$ cat src/rtl/spi_master.sv
// Single-byte SPI master: active-high ss, sclk idles low, MSB-first full-duplex exchange.
// sclk is divided down from sys_clk, and ss has programmable lead and lag around the clock burst.
module spi_master #(
  parameter int CLK_DIV = 4,
  parameter int SS_LEAD = 2,
  parameter int SS_LAG  = 2
) (
  input  logic       sys_clk,
  input  logic       rst,
  input  logic       start,
  input  logic [7:0] tx_data,
  output logic [7:0] rx_data,
  output logic       busy,
  output logic       done,
  output logic       ss,
  output logic       sclk,
  output logic       mosi,
  input  logic       miso
);

  localparam logic [7:0] DIV_LAST  = 8'(CLK_DIV - 1);
  localparam logic [7:0] LEAD_LAST = 8'(SS_LEAD - 1);
  localparam logic [7:0] LAG_LAST  = 8'(SS_LAG - 1);

  typedef enum logic [1:0] {
    IDLE = 2'd0,
    LEAD = 2'd1,
    XFER = 2'd2,
    LAG  = 2'd3
  } state_t;

  state_t     state_r;
  logic [7:0] cnt_r;
  logic [3:0] phase_r;
  logic [6:0] tx_shift_r;
  logic [7:0] rx_shift_r;

  // Transfer sequencer; every bus and handshake output is registered here.
  always_ff @(posedge sys_clk or negedge rst) begin
    if (!rst) begin
      state_r    <= IDLE;
      cnt_r      <= 8'd0;
      phase_r    <= 4'd0;
      tx_shift_r <= 7'd0;
      rx_shift_r <= 8'd0;
      rx_data    <= 8'd0;
      busy       <= 1'b0;
      done       <= 1'b0;
      ss         <= 1'b0;
      sclk       <= 1'b0;
      mosi       <= 1'b0;
    end else begin
      done <= 1'b0;
      case (state_r)
        IDLE: begin
          if (start) begin
            tx_shift_r <= tx_data[6:0];
            rx_shift_r <= 8'd0;
            mosi       <= tx_data[7];
            ss         <= 1'b1;
            busy       <= 1'b1;
            cnt_r      <= 8'd0;
            phase_r    <= 4'd0;
            state_r    <= LEAD;
          end
        end
        LEAD: begin
          if (cnt_r == LEAD_LAST) begin
            cnt_r   <= 8'd0;
            state_r <= XFER;
          end else begin
            cnt_r <= cnt_r + 8'd1;
          end
        end
        XFER: begin
          if (cnt_r == DIV_LAST) begin
            cnt_r <= 8'd0;
            // Odd phases are high, so leaving one is a falling sclk edge.
            if (phase_r[0]) begin
              rx_shift_r <= {rx_shift_r[6:0], miso};
              if (phase_r != 4'd15) begin
                mosi       <= tx_shift_r[6];
                tx_shift_r <= {tx_shift_r[5:0], 1'b0};
              end
            end
            if (phase_r == 4'd15) begin
              sclk    <= 1'b0;
              state_r <= LAG;
            end else begin
              sclk    <= ~sclk;
              phase_r <= phase_r + 4'd1;
            end
          end else begin
            cnt_r <= cnt_r + 8'd1;
          end
        end
        LAG: begin
          if (cnt_r == LAG_LAST) begin
            cnt_r   <= 8'd0;
            ss      <= 1'b0;
            busy    <= 1'b0;
            done    <= 1'b1;
            mosi    <= 1'b0;
            rx_data <= rx_shift_r;
            state_r <= IDLE;
          end else begin
            cnt_r <= cnt_r + 8'd1;
          end
        end
        default: begin
          state_r <= IDLE;
          ss      <= 1'b0;
          sclk    <= 1'b0;
          busy    <= 1'b0;
          mosi    <= 1'b0;
        end
      endcase
    end
  end

endmodule

$ cat config.mk
export PLATFORM = sky130hd
export DESIGN_NAME = spi_master
export DESIGN_NICKNAME = d
export VERILOG_FILES = /design/src/rtl/spi_master.sv
export SDC_FILE = /design/constraint.sdc
export NUM_CORES = 1
export LEC_CHECK = 0
export BUFFER_PORTS_ARGS = -buffer_cell sky130_fd_sc_hd__buf_2
export CORE_ASPECT_RATIO = 0.7
export CORE_UTILIZATION = 50
export CTS_CLUSTER_DIAMETER = 60
export DETAILED_ROUTE_END_ITERATION = 16
export PLACE_DENSITY_LB_ADDON = 0.1
export REMOVE_ABC_BUFFERS = 1
export SLEW_MARGIN = 20
export SYNTH_ARGS = -nofsm -noshare
export SYNTH_HDL_FRONTEND = slang
export SYNTH_SLANG_ARGS = --single-unit
$ cat constraint.sdc
create_clock -name sys_clk -period 2 [get_ports sys_clk]
set_input_delay 0.4 -clock sys_clk [delete_from_list [all_inputs] [get_ports sys_clk]]
set_output_delay 0.4 -clock sys_clk [all_outputs]
set_load 0.01 [all_outputs]
==> flow_metrics.py, run 1 <==
metrics = {
    "logic_synthesis": {
        "synth_common_cells": "41 x dfrtp_1, 26 x o21ai_0, 25 x nand2_1",
        "synth.avg_cell_area_um2": 9.54,
        "ys_seq_area_share_pct": 49.6,
        "yosysTopAreaCellShare_pct": 49.6,
        "synth_edf_count": 0,
        "synth.ff_latch_count": 41,
        "ys_top_cells_by_area": "dfrtp_1 50%, o21ai_0 6.3%, ha_1 5.4%",
        "synth.distinct_cells": 42,
        "synth-async-reset-ratio_pct": 100,
        "netlist_area_um2": 2070,
        "yosysMostFrequentCell": "dfrtp_1",
        "yosys_warnings": 0,
        "netlist_instances": 217,
        "yosys.area.top_type": "dfrtp_1",
        "ys.flop_type": "dfrtp_1",
    },
    "route": {
        "drc": 0,
        "first_pass_iters": 4,
        "detail_route.wl_per_cell_um": 14.3,
        "drt_wl_total_mm": 4.48,
        "drt_iter0_drc": 194,
        "ant_nets": 0,
        "vias": 1697,
        "vias_per_cell": 5.42,
    },
    "placed_design": {
        "gp_congestion": 0.869,
        "numPortBuffers": 24,
        "dpl_cell_area_um2": 2350,
        "dp_hpwl_mm": 3.17,
        "dp_cells": 302,
        "dp_slack_ns": 0.0408,
    },
    "setup_path": {
        "path_delay_family": "simple AND/OR/NAND/NOR gates",
        "critPathLaunchType": "flop",
        "critPathMaxStageDelay_ns": 0.45,
        "cp.required_ns": 2.22,
        "slowest_stage": "dfrtp_2",
        "cp.arrival_ns": 2.13,
        "path_max_fanout": 7,
        "endpoint_kind": "flop",
        "path_cells": "or3_4 > nor4_4 > buf_6 > and2_1 > buf_4 > o22ai_1 > a21oi_1",
        "worstSetupPathType": "reg2reg",
        "crit_buf_inv": 2,
    },
    "floorplanning": {
        "rows": 19,
        "ios": 25,
        "start_util_pct": 52.4,
        "die_x_um": 78.9,
        "die_h_um": 55.8,
        "dieArea_um2": 4400,
        "core-area_um2": 3950,
    },
    "timing": {
        "skew_ns": 0.00463,
        "setup_viol": 0,
        "finalCritPeriodShare_pct": 95.4,
        "fin_ws_ns": 0.0924,
        "tightest_slew_ns": 0.512,
        "finalHoldViolations": 0,
        "rsz0062_at_grt": "true",
        "fin_crit_ns": 1.91,
        "clock.fmax_ghz": 0.524,
        "holdWs_ns": 0.0532,
        "finalSetupTns_ns": 0,
        "slew_violations": 0,
        "maxSlewHeadroom_pct": 65.8,
    },
    "cts": {
        "cts_tree": "yes",
        "clk_path_buf_depth": 2,
        "cts-buffers-inserted": 5,
        "clock_latency_ns": 0.29,
        "cts-root-buf": "clkbuf_8",
        "htreeDepth": 2,
        "cts.sinks": 41,
        "cts.clk_slew.worst_paths_ns": 0.08,
    },
    "run": {
        "drv_cap": 0,
    },
    "global_route": {
        "grt_pass1_wl_mm": 7.85,
        "overflow": 0,
        "grt_max_degree": 22,
        "antenna_found_initial": 0,
        "track_usage_pct": 23.7,
        "grt_pass1_vias": 1544,
    },
    "power": {
        "power_density_nw_per_um2": 1360,
        "ir_worst_vdd_v": 0.000927,
        "leakagePower_nw": 1.19,
        "power_mw": 3.41,
    },
    "cells_and_area": {
        "seq_area_um2": 1030,
        "antenna_cells": 0,
        "num-fill-cells": 368,
        "finalNetCount": 281,
        "final_area_um2": 2510,
        "drive_above_1_share_pct": 26.1,
        "utilization_pct": 63.7,
        "instances_no_fill": 313,
        "syn2layout_area_growth_pct": 21.4,
        "multi_input_area_um2": 980,
    },
    "hold_path": {
        "hold_path_class": "in2async",
    },
    "outcome": {
        "outcome": "completed",
    },
}
==> per-layer routing <==
layer  vias to the layer above  routed length, µm  global-route usage (%)
li1                        867                  -                       -
met5                         -                  0                       0
met4                         0                 59                    7.79
met3                         7                177                    6.07
met2                        33               1790                    30.1
met1                       790               2460                    38.5
==> worst reg2reg max path, cell delays in order (launching register included) <==
cell and delay, ns:
dfrtp_2 0.45, or3_4 0.42, nor4_4 0.28, buf_6 0.16, and2_1 0.14, buf_4 0.15, o22ai_1 0.08, a21oi_1 0.15
==> repair_timing <==
item | in CTS | in global routing
buffers inserted | 0 | 3
endpoints found under the setup margin | 0 | 26
resized for setup | 0 | 11
hold buffers | 0 | 0
==> flip-flops by register name (all words and copies together), names as in the netlist <==
name        flops
state_r         2
rx_data         8
phase_r         4
rx_shift_r      8
ss              1
tx_shift_r      7
done            1
cnt_r           8
mosi            1
sclk            1
==> area by class of cell <==
class	count	share of cell area, %
clock buffers	7	3.83
clock inverters	1	0.199
inverters	15	2.24
multi-input cells	152	39.0
flip-flops and latches	41	40.9
well taps	52	2.59
repair buffers	45	11.2
==> cell families (layout without fill, tap and decap cells) <==
group | after synthesis | after routing | synth area share [%]
AOI/OAI and AO/OA | 67 | 67 | 19.6
adders and majority gates | 9 | 9 | 5.44
and+or+nand+nor | 71 | 71 | 18.0
buffers and inverters | 24 | 68 | 4.78
muxes | 5 | 5 | 2.54
DFF | 41 | 41 | 49.6
==> path summary, 6_finish.rpt <==
kind | start | to | slack, ns | cells past startpoint
min | rst | cnt_r[2]$_DFFE_PN0N_ | 0.05 | 1
max in group asynchronous | rst | cnt_r[6]$_DFFE_PN0N_ | 1.38 | 2
max | cnt_r[5]$_DFFE_PN0N_ | tx_shift_r[2]$_DFFE_PN0P_ | 0.09 | 7
min reg2reg | rx_data[6]$_DFFE_PN0P_ | rx_data[6]$_DFFE_PN0P_ | 0.48 | 2
min in group sys_clk | miso | rx_shift_r[0]$_DFFE_PN0P_ | 0.34 | 3
max reg2reg | cnt_r[5]$_DFFE_PN0N_ | tx_shift_r[2]$_DFFE_PN0P_ | 0.09 | 7
==> placed cells by master, fill, tap and decap left out, drive strengths merged <==
master	count
buf	45
dfrtp	41
o21ai	27
nand2	25
inv	15
nand3	14
o22ai	12
a21oi	11
ha	9
nor2	7
clkbuf	7
nand2b	5
and3	4
or3	4
mux2i	3
o2bb2ai	3
nor4	3
nand4	2
or2	2
a22o	2
nor3	2
o211ai	2
a21o	2
mux2	2
o21a	1
nor2b	1
a32oi	1
o31ai	1
and2	1
a211o	1
a2bb2oi	1
nand4b	1
o311ai	1
a32o	1
a22oi	1
clkinv	1
==> where the power goes <==
group	internal (mW)	total (mW)	switching [mW]
Sequential	1.05	1.22	0.162
Clock	0.312	0.604	0.292
Combinational	0.686	1.59	0.902
No activity file was read; power rests on OpenSTA's default activity.
==> inputs of run 2 (changes only) <==
Settings changed: ABC_AREA set to 1.
==> run 2 against run 1 <==
Compared with the run above:
- total power fell by 5.6%
- flip-flop and latch count unchanged
- design area is 3.5% lower
- utilization down 3.0 points
- area after synthesis rose by 2.6%
- via count down 3.0%
- sequential power shrank 9%
- combinational power fell by 8%
- register-to-register slack improved by 0.04 ns
- die area is 2.5% higher
- largest power group unchanged
- highest routed layer is now met3
==> flow_metrics.py, run 2 <==
metrics = {
    "outcome": {
        "outcome": "completed",
    },
    "power": {
        "ir_worst_vdd_v": 0.000766,
        "power_mw": 3.22,
        "seqPwrFrac_pct": 34.6,
        "p_int_mw": 1.86,
        "leakagePower_nw": 1.24,
        "combPwrFrac_pct": 45.6,
        "power_frac_clock_pct": 19.8,
        "switching_share_pct": 42.2,
        "power.switching_mw": 1.36,
        "power_density_nw_per_um2": 1330,
    },
    "logic_synthesis": {
        "synth.ff_latch_count": 41,
        "synth_common_cells": "79 x nand2_1, 41 x dfrtp_1, 22 x inv_1",
        "netlist_instances": 257,
        "yosysMostFrequentCell": "nand2_1",
        "yosysTopAreaCellShare_pct": 48.3,
        "ys_seq_area_share_pct": 48.3,
        "synth_edf_count": 0,
        "ys_top_cells_by_area": "dfrtp_1 48%, nand2_1 14%, ha_1 5.3%",
        "yosys_warnings": 0,
        "synth-async-reset-ratio_pct": 100,
        "yosys.area.top_type": "dfrtp_1",
        "synth.avg_cell_area_um2": 8.26,
        "synth.distinct_cells": 30,
        "netlist_area_um2": 2120,
        "ys.flop_type": "dfrtp_1",
    },
    "setup_path": {
        "crit_buf_inv": 2,
        "rr_worst_depth": 7,
        "startpoint": "state_r[0]$_DFFE_PN0P_",
        "critPathLaunchType": "flop",
        "critPathMaxStageDelay_ns": 0.49,
        "path_max_fanout": 19,
        "crit_cells": 7,
        "path_cells": "inv_1 > ha_1 > inv_4 > nor2_1 > nor2_4 > nand2_2 > o21ai_2",
        "r2r-end": "tx_shift_r[5]$_DFFE_PN0P_",
        "endpoint": "tx_shift_r[5]$_DFFE_PN0P_",
        "r2r-start": "state_r[0]$_DFFE_PN0P_",
        "worstSetupPathType": "reg2reg",
        "cp.arrival_ns": 2.05,
        "cp.required_ns": 2.18,
        "r2r_slack_ns": 0.13,
        "slowest_stage": "nor2_1",
        "path_delay_family": "simple AND/OR/NAND/NOR gates",
        "endpoint_kind": "flop",
    },
    "floorplanning": {
        "rows": 19,
        "start_util_pct": 53.2,
        "die_h_um": 56.5,
        "ios": 25,
        "die_x_um": 79.9,
        "core-area_um2": 3990,
        "dieArea_um2": 4520,
    },
    "route": {
        "drt_iter0_drc": 108,
        "vias": 1646,
        "first_pass_iters": 4,
        "ant_nets": 0,
        "vias_per_cell": 4.86,
        "detail_route.wl_per_cell_um": 12.0,
        "drt_wl_total_mm": 4.08,
        "drc": 0,
    },
    "global_route": {
        "grt_pass1_vias": 1525,
        "grt_max_degree": 23,
        "overflow": 0,
        "grt_pass1_wl_mm": 6.92,
        "track_usage_pct": 20.3,
        "antenna_found_initial": 0,
    },
    "hold_path": {
        "hold_path_class": "in2async",
    },
    "cts": {
        "cts_resized": 0,
        "cts-root-buf": "clkbuf_8",
        "htreeDepth": 2,
        "cts-buffers-inserted": 5,
        "cts_hold_buf": 0,
        "cts.clk_slew.worst_paths_ns": 0.07,
        "cts_tree": "yes",
        "postCtsSetupBuffers": 0,
        "cts.sinks": 41,
        "clk_path_buf_depth": 2,
        "clock_latency_ns": 0.29,
    },
    "cells_and_area": {
        "final_area_um2": 2420,
        "reg.largest.list": "cnt_r x8, rx_data x8, rx_shift_r x8",
        "drive_above_1_share_pct": 20.2,
        "antenna_cells": 0,
        "utilization_pct": 60.7,
        "finalNetCount": 308,
        "syn2layout_area_growth_pct": 14.1,
        "num-fill-cells": 378,
        "layout_commonest_cell": "nand2_1",
        "layout_common_cells": "79 x nand2_1, 41 x dfrtp_1, 24 x buf_2",
    },
    "timing": {
        "holdWs_ns": 0.0606,
        "maxSlewHeadroom_pct": 59.1,
        "finalHoldViolations": 0,
        "finalCritPeriodShare_pct": 93.6,
        "fin_crit_ns": 1.87,
        "setup_viol": 0,
        "tightest_slew_ns": 0.611,
        "clock.fmax_ghz": 0.534,
        "slew_violations": 0,
        "skew_ns": 0.00924,
    },
    "placed_design": {
        "dpl_cell_area_um2": 2310,
        "numPortBuffers": 24,
        "dp_hpwl_mm": 2.90,
        "gp_congestion": 0.799,
    },
    "run": {
        "drv_cap": 0,
    },
}
[run 2: final cells by class]
type | count | area (µm²) | area share (%)
Sequential cell | 41 | 1030 | 42.3
Multi-Input combinational cell | 185 | 966 | 39.9
Timing Repair Buffer | 28 | 163 | 6.71
Inverter | 26 | 100 | 4.13
Clock buffer | 5 | 68.8 | 2.84
Tap cell | 52 | 65.1 | 2.68
Clock inverter | 2 | 35.0 | 1.45
[run 2: kinds of logic (layout without fill, tap and decap cells)]
| family | Yosys count | in the layout | synth area share, % |
|---|---|---|---|
| flip-flops | 41 | 41 | 48.3 |
| buffers and inverters | 32 | 61 | 6.72 |
| AO/OA/AOI/OAI | 36 | 36 | 9.55 |
| XOR/XNOR | 4 | 4 | 1.65 |
| AND/OR/NAND/NOR | 135 | 136 | 28.5 |
| adder cells (fa/ha/maj) | 9 | 9 | 5.30 |
[run 2: worst min-delay path by stage]
stage / from / endpoint / slack, ns
after floorplan: rst / cnt_r[0]$_DFFE_PN0N_ / 0.10
after global placement: rst / tx_shift_r[4]$_DFFE_PN0P_ / 0.39
after detailed placement: rst / tx_shift_r[4]$_DFFE_PN0P_ / 0.39
after CTS: rst / state_r[0]$_DFFE_PN0P_ / 0.07
after global routing: rst / tx_shift_r[4]$_DFFE_PN0P_ / 0.09
final: rst / tx_shift_r[4]$_DFFE_PN0P_ / 0.06
[run 2: routing by layer]
layer  up-vias  GRT usage (%)  routed length [µm]
met5         -              0                   0
met4         0           6.12                   0
met3         0           4.88                 135
met2        28           29.3                1670
met1       740           30.0                2270
li1        878              -                   -
[run 2: power by group through the flow]
stage	clock (mW)	sequential, mW	combinational, mW
after floorplan	0	1.14	1.01
after global routing	0.691	1.14	1.67
after detailed placement	0	1.13	1.40
final	0.636	1.11	1.47
after CTS	0.655	1.11	1.41
after global placement	0	1.13	1.39
[run 2: stage by stage]
step | TNS (ns) | cells | setup WS, ns
final | 0 | 339 | 0.128
after CTS | 0 | 338 | 0.149
after global routing | -0.0375 | 339 | -0.0174
after floorplan | 0 | 251 | 0.125
after detailed placement | 0 | 331 | 0.180
after global placement | 0 | 331 | 0.248
==> inputs of run 3 (changes only) <==
Settings changed: CELL_PAD_IN_SITES_DETAIL_PLACEMENT set to 1, CELL_PAD_IN_SITES_GLOBAL_PLACEMENT set to 1, CORE_UTILIZATION 50 to 39.
==> run 3 against run 2 <==
Compared with the run above:
- combinational power rose by 5%
- setup slack improved by 0.031 ns
- non-clock buffer count rose by 4
- critical path type unchanged
- critical path depth rose by 1
- via count rose by 5.9%
- clock skew fell by 0.0028 ns
- maximum frequency rose by 1.7%
- largest power group unchanged
- flip-flop and latch count did not move
- utilization fell by 13 points
- sequential share of layout area fell by 1.4 points
- count of clock-buffer cells in the layout did not move
- worst hold slack got worse by 0.0045 ns
==> flow_metrics.py, run 3 (same netlist as run 2, synthesis figures left out) <==
metrics = {
    "outcome": {
        "outcome": "completed",
    },
    "route": {
        "first_pass_iters": 4,
        "detail_route.wl_per_cell_um": 13.3,
        "drt_wl_total_mm": 4.84,
        "drc": 0,
        "ant_nets": 0,
        "vias_per_cell": 4.79,
        "vias": 1743,
        "drt_iter0_drc": 57,
    },
    "setup_path": {
        "critPathMaxStageDelay_ns": 0.39,
        "r2r-end": "tx_shift_r[1]$_DFFE_PN0P_",
        "crit_top_cell": "o21ai_1",
        "crit_buf_inv": 1,
        "path_cells": "inv_1 > ha_1 > nand2_2 > o21ai_1 > nor2_2 > nand2_4 > nor2_4 > o21ai_1",
        "worstSetupPathType": "reg2reg",
        "rr_worst_depth": 8,
        "path_max_fanout": 9,
        "cp.required_ns": 2.19,
        "cp.arrival_ns": 2.03,
        "path_delay_family": "simple AND/OR/NAND/NOR gates",
        "slowest_stage": "dfrtp_1",
        "r2r-start": "state_r[1]$_DFFE_PN0P_",
        "endpoint_kind": "flop",
        "r2r_slack_ns": 0.16,
        "critPathLaunchType": "flop",
    },
    "power": {
        "leakagePower_nw": 1.28,
        "switching_share_pct": 41.5,
        "power.switching_mw": 1.43,
        "combPwrFrac_pct": 44.7,
        "power_density_nw_per_um2": 1380,
        "power_frac_clock_pct": 23.1,
        "ir_worst_vdd_v": 0.000563,
        "p_int_mw": 2.02,
        "seqPwrFrac_pct": 32.2,
    },
    "cells_and_area": {
        "layout_commonest_cell": "nand2_1",
        "syn2layout_area_growth_pct": 18.1,
        "seq_area_um2": 1030,
        "finalNetCount": 312,
        "instances_no_fill": 364,
        "utilization_pct": 48.0,
        "drive_above_1_share_pct": 21.6,
        "reg.largest.list": "cnt_r x8, rx_data x8, rx_shift_r x8",
        "multi_input_area_um2": 966,
        "layout_common_cells": "79 x nand2_1, 41 x dfrtp_1, 24 x buf_2",
        "num-fill-cells": 651,
        "antenna_cells": 0,
    },
    "floorplanning": {
        "die_x_um": 90.2,
        "core-area_um2": 5230,
        "dieArea_um2": 5750,
        "start_util_pct": 40.6,
        "rows": 22,
        "ios": 25,
        "die_h_um": 63.7,
    },
    "hold_path": {
        "hold_path_class": "in2async",
    },
    "cts": {
        "cts-buffers-inserted": 5,
        "cts_resized": 0,
        "cts.clk_slew.worst_paths_ns": 0.08,
        "clock_latency_ns": 0.30,
        "cts_hold_buf": 0,
        "cts_tree": "yes",
        "cts-root-buf": "clkbuf_8",
        "clk_path_buf_depth": 2,
        "htreeDepth": 2,
        "cts.sinks": 41,
    },
    "global_route": {
        "grt_pass1_vias": 1709,
        "track_usage_pct": 18.7,
        "overflow": 0,
        "grt_max_degree": 42,
        "grt_pass1_wl_mm": 8.30,
        "antenna_found_initial": 0,
    },
    "timing": {
        "setup_viol": 0,
        "holdWs_ns": 0.0561,
        "fin_ws_ns": 0.159,
        "maxSlewHeadroom_pct": 54.9,
        "tightest_slew_ns": 0.674,
        "finalCritPeriodShare_pct": 92.0,
        "skew_ns": 0.00643,
        "clock.fmax_ghz": 0.543,
        "rsz0062_at_grt": "false",
        "finalSetupTns_ns": 0,
        "finalHoldViolations": 0,
        "fin_crit_ns": 1.84,
        "slew_violations": 0,
    },
    "run": {
        "drv_cap": 0,
    },
    "placed_design": {
        "numPortBuffers": 24,
        "dp_slack_ns": 0.181,
        "dp_cells": 354,
        "dp_hpwl_mm": 3.42,
        "gp_congestion": 0.756,
    },
}
## run 3: cell types whose count changed in the layout (fill, tap and decap cells not counted), sizes merged
cell | previous run | this run
buf | 28 | 32
bufinv | 1 | 2
## run 3: how the worst max path moves through the flow
stage	to	cells after the start	from	slack [ns]
finish	tx_shift_r[1]$_DFFE_PN0P_	8	state_r[1]$_DFFE_PN0P_	0.16
global route	tx_shift_r[1]$_DFFE_PN0P_	8	state_r[1]$_DFFE_PN0P_	0.007
CTS	tx_shift_r[3]$_DFFE_PN0P_	9	state_r[0]$_DFFE_PN0P_	0.11
detailed placement	tx_shift_r[2]$_DFFE_PN0P_	9	state_r[0]$_DFFE_PN0P_	0.18
global placement	tx_shift_r[2]$_DFFE_PN0P_	9	state_r[0]$_DFFE_PN0P_	0.25
floorplan	tx_shift_r[1]$_DFFE_PN0P_	8	state_r[0]$_DFFE_PN0P_	0.13
## run 3: timing repair
action / in CTS / in global routing
setup endpoints to repair: 0 / 7
hold endpoints to repair: 0 / 0
buffers inserted: 0 / 1
## run 3: power by group through the flow
stage	logic (mW)	clock network (mW)	registers [mW]
finish	1.54	0.798	1.11
global route	1.77	0.850	1.13
CTS	1.49	0.819	1.12
detailed placement	1.47	0	1.14
global placement	1.45	0	1.13
floorplan	1.01	0	1.14
## run 3: cell type report
type,instances,area share (%)
clock inverters,3,2.59
well taps,72,3.59
clock buffers,5,2.74
multi-input cells,185,38.5
inverters,26,3.99
repair buffers,32,7.68
flip-flops and latches,41,40.9
## run 3: through the flow
step	instance area [µm²]	power, mW
2_1_floorplan	2080	2.15
3_3_place_gp	2360	2.58
3_5_place_dp	2360	2.61
4_1_cts	2490	3.43
5_1_grt	2510	3.76
6_report	2510	3.45
## run 3: layer usage
| layer | wire (µm) | up-vias | GRT usage (%) |
|---|---|---|---|
| met3 | 110 | 7 | 3.57 |
| met1 | 2560 | 836 | 25.9 |
| met5 | 0 | - | 0 |
| met4 | 84 | 0 | 7.86 |
| met2 | 2080 | 15 | 28.8 |
| li1 | - | 885 | - |
